**src/rtl/fifo_burst_reader.sv**
```systemverilog
// Read-side burst master for the shared fifo: gathers a full (or flushed short)
// burst, strobes rd_req, absorbs the 1-cycle read latency and streams words out.
module fifo_burst_reader #(
  parameter int DATA_WIDTH = 32,
  parameter int ADDR_BITS  = 10,
  parameter int BURST_LEN  = 16
) (
  input  logic                  clk,
  input  logic                  rst_n,
  input  logic                  en,
  input  logic                  flush,
  input  logic                  fifo_empty,
  input  logic [ADDR_BITS-1:0]  fifo_usedw,
  input  logic [DATA_WIDTH-1:0] fifo_data,
  output logic                  fifo_rd_req,
  output logic [DATA_WIDTH-1:0] m_data,
  output logic                  m_valid,
  input  logic                  m_ready,
  output logic                  m_last,
  output logic                  busy
);

  typedef enum logic [1:0] {IDLE, READ, DRAIN} state_t;

  localparam logic [ADDR_BITS-1:0] BL  = ADDR_BITS'(BURST_LEN);
  localparam logic [ADDR_BITS-1:0] ONE = ADDR_BITS'(1);

  state_t                state;
  logic [ADDR_BITS-1:0]  rd_left;
  logic                  flush_pending;
  logic                  inflight;
  logic                  inflight_last;
  logic [1:0]            cnt;
  logic [DATA_WIDTH-1:0] sk_data [2];
  logic [1:0]            sk_last;

  logic       pop;
  logic [1:0] occ;
  logic [1:0] wi;
  logic       start_full;
  logic       start_short;

  assign pop = m_valid & m_ready;
  // Occupancy after this cycle's pop, so a draining buffer still allows one read per cycle.
  assign occ = cnt + {1'b0, inflight} - {1'b0, pop};
  assign wi  = cnt - {1'b0, pop};

  assign start_full  = (state == IDLE) && en && (fifo_usedw >= BL);
  assign start_short = (state == IDLE) && en && !start_full && flush_pending &&
                       !fifo_empty && (fifo_usedw != '0);

  assign fifo_rd_req = (state == READ) && (rd_left != '0) && !fifo_empty && (occ < 2'd2);
  assign m_valid     = (cnt != 2'd0);
  assign m_data      = sk_data[0];
  assign m_last      = sk_last[0] & m_valid;
  assign busy        = (state != IDLE);

  always_ff @(posedge clk or negedge rst_n) begin
    if (!rst_n) begin
      state         <= IDLE;
      rd_left       <= '0;
      flush_pending <= 1'b0;
    end else begin
      if (flush)
        flush_pending <= 1'b1;
      else if (start_short || ((state == IDLE) && flush_pending && fifo_empty))
        flush_pending <= 1'b0;

      case (state)
        IDLE: begin
          if (start_full) begin
            rd_left <= BL;
            state   <= READ;
          end else if (start_short) begin
            rd_left <= fifo_usedw;
            state   <= READ;
          end
        end
        READ: begin
          if (fifo_rd_req) begin
            rd_left <= rd_left - ONE;
            if (rd_left == ONE) state <= DRAIN;
          end
        end
        DRAIN: begin
          if (pop && m_last) state <= IDLE;
        end
        default: state <= IDLE;
      endcase
    end
  end

  // The last-word tag travels with the read so m_last lands on the word that closes the count.
  always_ff @(posedge clk or negedge rst_n) begin
    if (!rst_n) begin
      inflight      <= 1'b0;
      inflight_last <= 1'b0;
      cnt           <= 2'd0;
      sk_data[0]    <= '0;
      sk_data[1]    <= '0;
      sk_last       <= 2'b00;
    end else begin
      inflight      <= fifo_rd_req;
      inflight_last <= fifo_rd_req && (rd_left == ONE);
      cnt           <= cnt + {1'b0, inflight} - {1'b0, pop};
      if (pop) begin
        sk_data[0] <= sk_data[1];
        sk_last[0] <= sk_last[1];
      end
      if (inflight) begin
        sk_data[wi[0]] <= fifo_data;
        sk_last[wi[0]] <= inflight_last;
      end
    end
  end

endmodule
```
**config.mk**
```make
export PLATFORM = sky130hd
export DESIGN_NAME = fifo_burst_reader
export DESIGN_NICKNAME = d
export VERILOG_FILES = /design/src/rtl/fifo_burst_reader.sv
export SDC_FILE = /design/constraint.sdc
export NUM_CORES = 1
export LEC_CHECK = 0
export CELL_PAD_IN_SITES_DETAIL_PLACEMENT = 1
export CELL_PAD_IN_SITES_GLOBAL_PLACEMENT = 1
export CORE_MARGIN = 5
export CORE_UTILIZATION = 25
export CTS_CLUSTER_DIAMETER = 200
export CTS_CLUSTER_SIZE = 14
export DETAILED_ROUTE_END_ITERATION = 10
export PLACE_DENSITY = 0.52
export SLEW_MARGIN = 5
export SYNTH_ARGS = -nofsm -noshare
export SYNTH_HDL_FRONTEND = slang
export SYNTH_SLANG_ARGS = --single-unit
```
**constraint.sdc**
```tcl
create_clock -name clk -period 5.15 [get_ports clk]
set_clock_uncertainty 0.15 [all_clocks]
set_input_delay 1.03 -clock clk [delete_from_list [all_inputs] [get_ports clk]]
set_output_delay 1.03 -clock clk [all_outputs]
set_load 0.005 [all_outputs]
```
==> reports/metrics.csv, run 1 <==
metric;value;unit
setup TNS;0;ns
Hold EP;flush_pending;
critical path class;in -> out;
P&R area growth vs syn;27.2;%
R2R cell count;9;
hold_sp;flush_pending;
vias in the first global route;3199;
Leak Pwr;2.16;nW
Hold Crit Class;reg -> reg;
Critical Path Max Stage Delay;0.52;ns
post-cts resize count;0;
worst slew pin tran;1.17;ns
Core Area;16400;sq um
crit-path most repeated cell;clkdlybuf4s50_1;
CP max FO;3;
crit end category;output port;
Max Cap Viol;0;
Fmax;0.217;GHz
pin count of the biggest net entering global routing;67;
IO Port Bufs;83;
clock tree sinks;83;
IO Pins;84;
CTS max path bufs;2;
chip width;139;um
hold bufs inserted after CTS;0;
most common cell in the netlist;dfrtp_1;
CTS HTree Levels;3;
clk_lat worst skew;0.34;ns
worst path required time;3.97;ns
Final ANT Viol Nets;0;
Fin. Hold Viols;0;
DR vias/cell;4.44;
Initial Util;25.3;%
FF/Latch Area;2080;sq um
Die Ht;139;um
Place WS;0.509;ns
GP Congestion;0.718;
final setup margin;0.534;ns
Post-CTS Setup Inserts;0;
number of synthesized register bits;83;
Final nets;462;
top cells by count, synth;dfrtp_1, nand2_1, mux2i_1;
worst r2r dst;rd_left[8];
fraction of layout cells with a size suffix above 1;17.4;%
CP Launch Type;input port;
final setup fails;0;
first-pass GRT wire length;16.4;mm
GRT Util Overall;10.5;%
fillcell total;1786;
final instance area;5280;sq um
CTS Buf Count;9;
cells along the critical path;clkdlybuf4s50_1 -> and2_2 -> ha_1 -> inv_1 -> ha_2 -> xor3_1 -> nor2_1 -> and3_1 -> clkdlybuf4s50_1;
Pwr Density;616;nW/um^2
share of the synthesized area in the top cell type;50.1;%
run status;finished clean;
Min-Delay Path Depth;1;
RSZ-0062 raised after global routing;false;
Detailed Routing Iterations Pass 1;4;
ys async rst share;100;%
non-filler instance count after layout;634;
Clock Root Buffer;clkbuf_16;
diodes inserted;0;
HPWL after DPL;6.59;mm
# DRC;0;
Via Count;2812;
Avg Inst Size Synth;11.4;sq um
routed len/inst;15.2;um
initial antenna violation count;0;
Post-Syn Nets;416;
dominant cell type by area after synthesis;dfrtp_1;
area of the multi-input gates;1720;sq um
worst flop-to-flop path startpoint;cnt[0];
slew margin rel.;21.7;%
Period Utilization, post-route;89.6;%
VDD IR-drop max;0.000236;V
distinct cell type count after synthesis;46;
DR iter-0 viols;67;
Cell Rows;47;
die area;19300;sq um
WP data arrival;3.44;ns
Netlist Area Pre-Place;4150;sq um
top_reg_cell synth;dfrtp_1;
Syn. warnings;0;
remaining global-route overflow;0;
Reg clk slew, reported paths;0.07;ns
setup slack, reg-to-reg;2.24;ns
placed cell areas;4960;sq um
Slew Viols, Final;0;
Cells after DPL;618;
Worst path slowest cell;clkdlybuf4s50_1;
sequential share of the synthesized area;50.1;%
minimum clock period;4.62;ns
Syn Inst Count;363;
top cells by area, synth;dfrtp_1, mux2_2, mux2i_1;
EDFF count, synth;0;
CTS tree;yes;
routed wire length;9.65;mm
==> flip-flops by register name (all words and copies together) (netlist names) <==
register       count
flush_pending      1
rd_left           10
sk_data           32
sk_last            2
m_data            32
inflight           1
state              2
inflight_last      1
cnt                2
==> logic make-up (layout without fill, tap and decap cells) <==
| logic type | count (synthesis) | count (layout) | share of synthesized area, % |
|---|---|---|---|
| AOI/OAI and AO/OA | 56 | 56 | 8.45 |
| and+or+nand+nor | 81 | 81 | 10.1 |
| buffers and inverters | 59 | 110 | 8.48 |
| DFF | 83 | 83 | 50.1 |
| muxes | 76 | 76 | 20.4 |
| adders and majority gates | 5 | 5 | 1.51 |
| xor gates and xnor gates | 3 | 3 | 0.995 |
==> how the worst max path moves through the flow <==
stage                  from          end  slack, ns  cells after the start
floorplan           m_ready  fifo_rd_req       0.66                     10
global placement    m_ready  fifo_rd_req       0.54                      9
detailed placement  m_ready  fifo_rd_req       0.51                      9
CTS                 m_ready  fifo_rd_req       0.48                      9
global route        m_ready  fifo_rd_req       0.38                      9
finish              m_ready  fifo_rd_req       0.53                      9
==> critical path, delay by kind of cell <==
family	cells	cell delay, ns
buf+inv	3	1.01
simple gates	3	0.69
fa+ha+maj	2	0.46
xor+xnor	1	0.25
==> where the power goes <==
part | switching, mW | internal, mW | total, mW
combinational | 0.582 | 0.807 | 1.39
clock | 0.263 | 0.426 | 0.689
sequential | 0.199 | 0.975 | 1.17
==> area by class of cell <==
class / count / area share (%)
flip-flops and latches: 83 / 39.4
repair buffers: 86 / 16.1
inverters: 8 / 0.569
multi-input cells: 221 / 32.7
clock buffers: 10 / 4.34
well taps: 220 / 5.22
clock inverters: 6 / 1.71
==> cells in the final DEF, fill, tap and decap left out, drive strengths merged, types with 4 or more instances in the layout <==
cell,count
buf,4
clkbuf,10
clkdlybuf4s50,82
dfrtp,83
ha,5
inv,8
mux2,42
mux2i,34
nand2,37
nand3,8
nor2,6
o211ai,5
o21ai,34
o22ai,4
or2,4
or3,4
or4,6
==> through the flow <==
step | total power, mW | hold WS, ns | utilization (%)
CTS | 3.33 | 0.330 | 32.2
global placement | 2.56 | 0.313 | 30.2
floorplan | 2.21 | 0.294 | -
detailed placement | 2.62 | 0.315 | 30.2
global route | 3.50 | 0.365 | 32.2
finish | 3.25 | 0.326 | 32.2
==> metal layers <==
metal | track usage (%) | vias up | routed length, um
li1 | - | 1331 | -
met1 | 12.8 | 1415 | 4320
met2 | 17.7 | 60 | 4800
met3 | 3.69 | 6 | 445
met4 | 2.78 | 0 | 79
met5 | 0 | - | 0
Power figures use the tool's default switching activity.
==> run 2: changes to the inputs <==
MAX_ROUTING_LAYER = met4   (was unset)
==> reports/metrics.csv, run 2 (synthesis gave the netlist of run 1 again) <==
metric;value;unit
chip width;139;um
Fin. Hold Viols;0;
Slew Viols, Final;0;
clock tree sinks;83;
CTS max path bufs;2;
total power;3.25;mW
fillcell total;1786;
Die Ht;139;um
initial antenna violation count;0;
CTS tree;yes;
IO Port Bufs;83;
GRT Util Overall;10.8;%
area of the multi-input gates;1720;sq um
Post-CTS Setup Inserts;0;
fraction of layout cells with a size suffix above 1;17.4;%
Final ANT Viol Nets;0;
remaining global-route overflow;0;
CP Launch Type;input port;
GP Congestion;0.726;
final setup fails;0;
crit path from;m_ready;
IO Pins;84;
setup TNS;0;ns
slew margin rel.;21.6;%
most frequent cells in the layout;dfrtp_1, clkdlybuf4s50_1, nand2_1;
vias in the first global route;3203;
Pwr Density;616;nW/um^2
non-filler instance count after layout;634;
first-pass GRT wire length;16.4;mm
Worst path slowest cell;clkdlybuf4s50_1;
FF/Latch Area;2080;sq um
Fmax;0.217;GHz
final setup margin;0.532;ns
crit end category;output port;
P&R area growth vs syn;27.2;%
worst slew pin tran;1.18;ns
Cells after DPL;618;
CP max FO;3;
Max Cap Viol;0;
Period Utilization, post-route;89.7;%
minimum clock period;4.62;ns
cells along the critical path;clkdlybuf4s50_1 -> and2_2 -> ha_1 -> inv_1 -> ha_2 -> xor3_1 -> nor2_1 -> and3_1 -> clkdlybuf4s50_1;
Core Area;16400;sq um
hold_sp;flush_pending;
HPWL after DPL;6.59;mm
WP data arrival;3.44;ns
clk_lat worst skew;0.34;ns
Via Count;2812;
delay-heaviest family, CP;buffers and inverters;
Clock Root Buffer;clkbuf_16;
routed wire length;9.65;mm
# DRC;0;
Hold Crit Class;reg -> reg;
pin count of the biggest net entering global routing;67;
Place WS;0.509;ns
CTS Buf Count;9;
diodes inserted;0;
routed len/inst;15.2;um
critical path class;in -> out;
die area;19300;sq um
Cell Rows;47;
Initial Util;25.3;%
worst flop-to-flop path startpoint;cnt[0];
hold bufs inserted after CTS;0;
DR vias/cell;4.44;
crit-path most repeated cell;clkdlybuf4s50_1;
Final nets;462;
Critical Path Max Stage Delay;0.52;ns
Reg clk slew, reported paths;0.07;ns
Leak Pwr;2.16;nW
worst path required time;3.97;ns
most common cell after layout, fill and taps aside;dfrtp_1;
RSZ-0062 raised after global routing;false;
Hold WS;0.326;ns
VDD IR-drop max;0.000237;V
post-cts resize count;0;
Detailed Routing Iterations Pass 1;4;
DR iter-0 viols;71;
run status;finished clean;
CTS HTree Levels;3;
Worst Path Buf+Inv;3;
[run 2: worst paths after layout]
check	endpoint	slack (ns)	depth (start not counted)
setup / recovery	fifo_rd_req	0.53	9
hold / removal	flush_pending	0.33	1
setup reg to reg	rd_left[8]	2.24	9
hold reg to reg	flush_pending	0.33	1
max in group asynchronous	m_data[14]	3.31	2
min in group asynchronous	sk_data[27]	0.48	1
[run 2: layer usage]
layer	vias to the layer above	part of all wire (%)	global-route usage (%)	wire (um)
met2	58	50	17.7	4790
met4	0	0.91	2.78	88
met5	-	0	-	0
met1	1417	45	12.9	4360
met3	6	4.2	3.52	406
li1	1331	-	-	-
[run 2: report_power, final]
part	switching [mW]	internal [mW]	total (mW)
Sequential	0.199	0.975	1.17
Combinational	0.582	0.807	1.39
Clock	0.263	0.426	0.688
Total	1.04	2.21	3.25
[run 2: final cells by class]
class | count | area share [%]
clock buffers | 10 | 4.34
clock inverters | 6 | 1.71
inverters | 8 | 0.569
multi-input cells | 221 | 32.7
flip-flops and latches | 83 | 39.4
well taps | 220 | 5.22
repair buffers | 86 | 16.1
[run 2: through the flow]
step | utilization (%) | area (sq um)
after floorplan | - | 4150
after global placement | 30.2 | 4960
after detailed placement | 30.2 | 4960
after CTS | 32.2 | 5280
after global routing | 32.2 | 5280
final | 32.2 | 5280
[run 2: worst reg2reg max path, delay by kind of cell, from the launching register on]
family	cells	cell delay [ns]
and+or+nand+nor	3	0.62
DFF	1	0.37
xor gates and xnor gates	1	0.23
adders and majority gates	2	0.46
AOI/OAI and AO/OA	1	0.57
muxes	1	0.35
buffers and inverters	1	0.05
